### src/rtl/lsu_pkg.sv
// Shared types and constants for the store path: FSM states, access size
// and the byte-lane geometry of a 32-bit word.
package lsu_pkg;

  localparam int LANES  = 4;
  localparam int BYTE_W = 8;
  localparam int HALF_W = 2 * BYTE_W;

  typedef enum logic [2:0] {
    IDLE  = 3'd0,
    RD    = 3'd1,
    WR    = 3'd2,
    DONE  = 3'd3,
    FAULT = 3'd4
  } state_e;

  typedef enum logic [1:0] {
    SZ_WORD = 2'd0,
    SZ_HALF = 2'd1,
    SZ_BYTE = 2'd2
  } size_e;

  // Byte select wins over half select when both are raised.
  function automatic size_e decode_size(input logic is_half, input logic is_byte);
    if (is_byte)      return SZ_BYTE;
    else if (is_half) return SZ_HALF;
    else              return SZ_WORD;
  endfunction

endpackage

### src/rtl/store_merge.sv
// Combinational lane merge: drops the low byte/half of the store data into
// the addressed little-endian lane of the word read back from memory.
module store_merge
  import lsu_pkg::*;
#(
  parameter int DW = 32
) (
  input  logic [DW-1:0] old_word,
  input  logic [DW-1:0] new_data,
  input  logic [1:0]    lane,
  input  logic [1:0]    size,
  output logic [DW-1:0] merged
);

  always_comb begin
    merged = new_data;
    case (size)
      SZ_BYTE: begin
        merged = old_word;
        for (int k = 0; k < LANES; k++) begin
          if (lane == k[1:0]) merged[k*BYTE_W +: BYTE_W] = new_data[BYTE_W-1:0];
        end
      end
      SZ_HALF: begin
        merged = old_word;
        if (lane[1]) merged[HALF_W +: HALF_W] = new_data[HALF_W-1:0];
        else         merged[0 +: HALF_W]      = new_data[HALF_W-1:0];
      end
      default: merged = new_data;
    endcase
  end

endmodule

### src/rtl/store_unit.sv
// Store unit: sw goes out as one write; sh/sb do read-merge-write against a
// word-only data memory. Misaligned halfwords are dropped with a fault pulse.
module store_unit
  import lsu_pkg::*;
#(
  parameter int AW = 32,
  parameter int DW = 32
) (
  input  logic          clk,
  input  logic          reset,
  input  logic          req_valid,
  output logic          req_ready,
  input  logic [AW-1:0] req_addr,
  input  logic [DW-1:0] req_data,
  input  logic          req_half,
  input  logic          req_byte,
  output logic          done,
  output logic          misalign,
  output logic          mem_req,
  output logic          mem_we,
  output logic [AW-1:0] mem_addr,
  output logic [DW-1:0] mem_wdata,
  input  logic [DW-1:0] mem_rdata,
  input  logic          mem_ack
);

  state_e        state_q;
  size_e         size_q;
  size_e         req_size;
  logic [AW-1:0] addr_q;
  logic [DW-1:0] wdata_q;
  logic [DW-1:0] merged;

  assign req_size = decode_size(req_half, req_byte);

  // wdata_q holds the raw store data until the read returns, then the merged word.
  store_merge #(.DW(DW)) u_merge (
    .old_word (mem_rdata),
    .new_data (wdata_q),
    .lane     (addr_q[1:0]),
    .size     (size_q),
    .merged   (merged)
  );

  always_ff @(posedge clk or negedge reset) begin
    if (!reset) begin
      state_q <= IDLE;
      size_q  <= SZ_WORD;
      addr_q  <= '0;
      wdata_q <= '0;
    end else begin
      case (state_q)
        IDLE: begin
          if (req_valid) begin
            addr_q  <= req_addr;
            wdata_q <= req_data;
            size_q  <= req_size;
            if (req_size == SZ_WORD)                   state_q <= WR;
            else if (req_size == SZ_HALF && req_addr[0]) state_q <= FAULT;
            else                                       state_q <= RD;
          end
        end
        RD: begin
          if (mem_ack) begin
            wdata_q <= merged;
            state_q <= WR;
          end
        end
        WR:      if (mem_ack) state_q <= DONE;
        DONE:    state_q <= IDLE;
        FAULT:   state_q <= IDLE;
        default: state_q <= IDLE;
      endcase
    end
  end

  assign req_ready = (state_q == IDLE);
  assign done      = (state_q == DONE);
  assign misalign  = (state_q == FAULT);
  assign mem_req   = (state_q == RD) || (state_q == WR);
  assign mem_we    = (state_q == WR);
  assign mem_addr  = {addr_q[AW-1:2], 2'b00};
  assign mem_wdata = wdata_q;

endmodule

### config.mk
export PLATFORM = sky130hd
export DESIGN_NAME = store_unit
export DESIGN_NICKNAME = d
export VERILOG_FILES = /design/src/rtl/lsu_pkg.sv /design/src/rtl/store_merge.sv /design/src/rtl/store_unit.sv
export SDC_FILE = /design/constraint.sdc
export NUM_CORES = 1
export LEC_CHECK = 0
export CORE_MARGIN = 5
export CORE_UTILIZATION = 46
export CTS_BUF_LIST = sky130_fd_sc_hd__clkbuf_4
export CTS_CLUSTER_SIZE = 24
export DETAILED_ROUTE_END_ITERATION = 10
export GPL_TIMING_DRIVEN = 0
export PLACE_DENSITY = 0.83
export SLEW_MARGIN = 30
export SYNTH_ARGS = -nofsm -noshare
export SYNTH_HDL_FRONTEND = slang
export SYNTH_HIERARCHICAL = 1
export SYNTH_SLANG_ARGS = --single-unit
### constraint.sdc
create_clock -name clk -period 2.5 [get_ports clk]
set_input_delay 0.625 -clock clk [delete_from_list [all_inputs] [get_ports clk]]
set_output_delay 0.625 -clock clk [all_outputs]
set_load 0.02 [all_outputs]
-- Yosys cells after proc, flatten, opt, wreduce, memory -nomap -nowiden
Cells that the tools add are included.
- flip-flop bits (word level): 69
- input bits: 102
- output and inout bits: 69
- logic and storage cells: 51
- equal/unequal tests: 16
- mux-type cells: 18
- reductions and logical operators: 11
- operator list (kind ; count):
    $pmux W32 S2 ; 2
    $mux W32 ; 2
    $mux W16 ; 2
    $mux W8 ; 4
    $mux W3 ; 5
    $pmux W3 S3 ; 1
    $eq A2 B1 Y1 const B ; 3
    $eq A2 B2 Y1 const B ; 3
    $eq A3 B2 Y1 const B ; 2
    $ne A3 B3 Y1 const B ; 2
    $reduce_and A6 Y1 ; 1
    $reduce_and A5 Y1 ; 1
    $logic_not A2 Y1 ; 2
    $ne A2 B2 Y1 const B ; 2
    $reduce_and A4 Y1 ; 1
    $eq A3 B1 Y1 const B ; 1
    $eq A3 B3 Y1 const B ; 1
    $logic_not A3 Y1 ; 1
    $ne A3 B1 Y1 const B ; 1
    $reduce_and A3 Y1 ; 1
    $mux W2 ; 1
    $ne A2 B1 Y1 const B ; 1
    $reduce_and A2 Y1 ; 1
    $reduce_bool A2 Y1 ; 1
    3 further kinds ; 3

-- Logic depth before layout (Yosys ltp)
- depth after elaboration: 8
- gate-level depth with buffers: 9
- mapped depth without buffers: 7

-- Modules after synthesis
The synthesis kept the hierarchy.
- modules (own cells, without submodules) (module ; times used ; cells an instance ; area an instance (um2) ; sequential area each (um2)):
    store_unit ; 1 ; 236 ; 3450.8 ; 1726.7
    store_merge ; 1 ; 133 ; 1012.2 ; 0.0

-- Least setup slack after synthesis
Ideal clock, no wire load.
- path type: register to register
- from: register size_q[0]
- to: register wdata_q[1], in the netlist mem_wdata[1]
- setup time: 0.125 ns
- data arrival time: 1.944 ns
- data required time: 2.375 ns
- path slack: 0.431 ns
- stages on the path, launching flop included: 8
- buffers on the path: 1
- period minus slack after synthesis: 2.069 ns
- path through: dfrtp_1 > ha_1 > nor2b_1 > clkbuf_2 > a211o_4 > a22o_1 > mux2_2 > mux2_4
- cells in the longest elaborated chain, start to end: 4
- elaborated cells on any way between the ends: 9
- those cells by class: 5 x eq/ne; 3 x mux; 1 x reduce/logical
- ends and longest elaborated chain (what ; RTL line ; source):
    from (decl) ; store_unit.sv:28 ; size_e size_q;
    from (signal assigned) ; store_unit.sv:57 ; size_q <= req_size;
    $eq A2 B1 Y1 or $eq A2 B2 Y1 (tied branches) ; store_merge.sv:17 ; case (size)
    $pmux W32 S2 * ; store_merge.sv:17 ;
    via merged[1] ; store_unit.sv:32 ; logic [DW-1:0] merged;
    $mux W32 * ; store_unit.sv:64 ; if (mem_ack) begin
    $pmux W32 S2 * ; store_unit.sv:52 ; case (state_q)
    to (signal assigned) ; store_unit.sv:56 ; wdata_q <= req_data;
    to (signal assigned) ; store_unit.sv:65 ; wdata_q <= merged;
    to (decl) ; store_unit.sv:31 ; logic [DW-1:0] wdata_q;
The timed path passes the listed nets; every way through them passes the cells marked *. The select of a mux whose other input is x is not followed.
A chain may end at the register's enable or synchronous reset.

-- Final worst setup path
- from: register state_q[0]
- to: output mem_we
- cells in the longest elaborated chain, start to end: 1
- ends and longest elaborated chain (what ; RTL line ; source):
    from (decl) ; store_unit.sv:27 ; state_e state_q;
    from (signal assigned) ; store_unit.sv:47 ; state_q <= IDLE;
    from (signal assigned) ; store_unit.sv:58 ; if (req_size == SZ_WORD) state_q <= WR;
    from (signal assigned) ; store_unit.sv:59 ; else if (req_size == SZ_HALF && req_addr[0]) state_q <= FAULT;
    $eq A3 B2 Y1 ; store_unit.sv:81 ; assign mem_we = (state_q == WR);
    to (decl) ; store_unit.sv:20 ; output logic mem_we,
Every way passes these cells.

==> flow_summary_export.csv <==
group,metric,value,unit
setup_path,endpoint_kind,"output pin",
sta,hold_viol_final,0,
yosys,avgSynthCellArea,12.1,um^2
layout,diodes,0,
drt,route.detailed.drc,0,
yosys,ys_seq_area_share,38.7,%
yosys,async_flop_share,100,%
min_path,hold_class,"primary input to async pin",
layout,fillers,772,
setup_path,required,1.88,ns
grt,grt_util_met3,9.13,%
layout,fin_area,0.00650,mm^2
yosys,synth_area,0.00446,mm^2
placement,portBuffers,168,
yosys,synth_area_leaders,"dfrtp_1 39%, mux2_2 17%, mux2_4 10%",
run,drv_cap,0,
yosys,yosysWarnings,6,
drt,drt_iter0_markers,125,
drt,routed_wl,12800,um
placement,placed_cell_area,0.00633,mm^2
yosys,ys.flop_type,"dfrtp_1",
clocking,insertion_delay,0.42,ns
sta,rsz0062_at_grt,"no",
grt,antenna_found_initial,0,
sta,tns,0,ns
clocking,clk_pin_slew_worst_paths,0.11,ns
power,powerDensity,1380,mW/mm^2
layout,drive_gt1_share,31.9,%
floorplanning,row_count,36,
setup_path,critPathArrivalTime,1.75,ns
power,p_leak,2.87,nW
setup_path,worstPathMaxFanout,14,
floorplanning,initial_utilization,46.3,%
grt,grt_max_degree,39,
clocking,root_buffer,"clkbuf_4",
yosys,synth_edf_count,0,
drt,vias_per_cell,5.33,
grt,use_met1,25.9,%
placement,gp_congestion,0.851,
sta,period_share,94.9,%
grt,top_usage_layer,"met2",
clocking,cts_made_buffers,9,
yosys,post-synth-top-count-cell,"dfrtp_1",
grt,grt_pass1_wl,20300,um
yosys,synth.top_cell.area_share,38.7,%
sta,tightest_slew,0.661,ns
clocking,cts-htree-levels,3,
placement,placed_cells,672,
yosys,synth_top_cell_by_area,"dfrtp_1",
power,power,8.96,mW
floorplanning,dieArea,0.0118,mm^2
clocking,clockBufferDepth,2,
placement,dp_hpwl,9940,um
grt,overflow,0,
yosys,ys_types,37,
sta,fmax,421,MHz
yosys,syn-instance-count,369,
setup_path,path_class,"flip-flop to output pin",
floorplanning,pin_count,171,
layout,num-nets-final,653,
clocking,clock-sinks,69,
yosys,synth-compound-area-share,8.92,%
sta,max_slew_margin,56.0,%
clocking,cts_tree,"built",
yosys,synth_common_cells,"69 x dfrtp_1, 66 x mux2_2, 41 x mux2i_1",
grt,grt_usage,22.3,%
yosys,synthAdderAreaFrac,0.561,%
sta,fin_hold_ws,0.172,ns
clocking,hold_buffers,0,
drt,drtPass1Iterations,4,
setup_path,startpoint_type,"flip-flop",
layout,final_cells,687,
floorplanning,die_w,109,um
sta,slew_viol_final,0,
yosys,synth_xor_xnor_area_share,0.196,%
status,status,"complete, no violations",
drt,vias,3664,
yosys,synth.area.mux_share,36.4,%
yosys,ys_ff_latch,69,
power,irDropWorstVdd,0.643,mV
sta,finalClockSkew,0.0230,ns
grt,grt_pass1_vias,3955,
floorplanning,die_h,109,um
drt,drtAntennaViolNets,0,
clocking,post_cts_buffers,0,
sta,setup_viol,0,
floorplanning,core_area,0.00964,mm^2
drt,post_drt_wl_per_cell,18.6,um
sta,min_period,2.37,ns
grt,grt_use_met2,37.3,%
yosys,synth_top_family_by_area,"multiplexers",
yosys,synth-simple-area-share,5.38,%
layout,syn_to_final_growth,45.6,%
==> final timing paths <==
path,start,to,slack (ns),cells after the start
setup / recovery,state_q[0],mem_we,0.13,4
hold / removal,reset,addr_q[9],0.17,1
max in group asynchronous,reset,mem_wdata[5],1.75,2
min in group clk,addr_q[6],addr_q[6],0.50,1
setup reg to reg,size_q[0],mem_wdata[19],0.15,9
hold reg to reg,addr_q[6],addr_q[6],0.50,1
==> critical path: stages, from the launching register on <==
cell and delay, ns:
dfrtp_1 0.38, buf_4 0.20, buf_4 0.20, nor3b_1 0.25, clkdlybuf4s15_2 0.31
==> cells in the final DEF (no fill, tap or decap), types with 5 or more instances in the layout <==
cell type / synthesis / final
mux2_2: 66 / 66
dfrtp_1: 69 / 69
clkbuf_1: 5 / 5
mux2_4: 30 / 30
clkbuf_4: 0 / 12
o211ai_1: 8 / 8
buf_6: 8 / 8
mux2i_1: 41 / 41
clkdlybuf4s50_1: 0 / 162
nand2_1: 29 / 28
buf_4: 34 / 36
a22o_1: 8 / 8
o221ai_1: 16 / 16
a32oi_1: 8 / 8
buf_2: 10 / 7
==> power breakdown <==
| group | internal, mW | total (mW) | switching [mW] |
|---|---|---|---|
| clock | 0.424 | 0.837 | 0.413 |
| combinational | 3.28 | 5.87 | 2.59 |
| sequential | 1.68 | 2.26 | 0.577 |
| total | 5.38 | 8.96 | 3.58 |
==> state kept, by name (all words and copies together) (netlist names) <==
name and flops:
mem_wdata 32, state_q 3, size_q 2, addr_q 32
==> per-layer routing <==
metal	vias to the layer above	part of all wire [%]
li1	1691	-
met3	24	11
met1	1775	39
met2	174	49
met4	0	2.2
met5	-	0
==> logic make-up after synthesis <==
kind of cell | count (synthesis)
AOI/OAI and AO/OA | 47
xor gates and xnor gates | 1
adders and majority gates | 2
buffers and inverters | 62
DFF | 69
muxes | 139
other | 1
and+or+nand+nor | 48
==> what timing repair did <==
item,in CTS,in global routing
gates resized for setup,14,3
gates cloned,0,0
setup endpoints to repair,5,12
==> final cells by class <==
| class | count | area, um^2 | share of cell area (%) |
|---|---|---|---|
| multi-input cells | 239 | 2310 | 35.6 |
| flip-flops and latches | 69 | 1730 | 26.6 |
| repair buffers | 169 | 1700 | 26.2 |
| plain buffers | 57 | 419 | 6.45 |
| well taps | 133 | 166 | 2.56 |
| clock buffers | 11 | 82.6 | 1.27 |
| clock inverters | 5 | 75.1 | 1.16 |
| inverters | 4 | 15.0 | 0.231 |
==> stage by stage <==
step,setup WS [ns],util [%]
floorplan,0.431,-
global placement,-1.58,65.5
detailed placement,-0.00805,65.7
CTS,0.0677,67.3
global route,0.0124,67.4
finish,0.127,67.4
(Power assumes the default switching activity.)
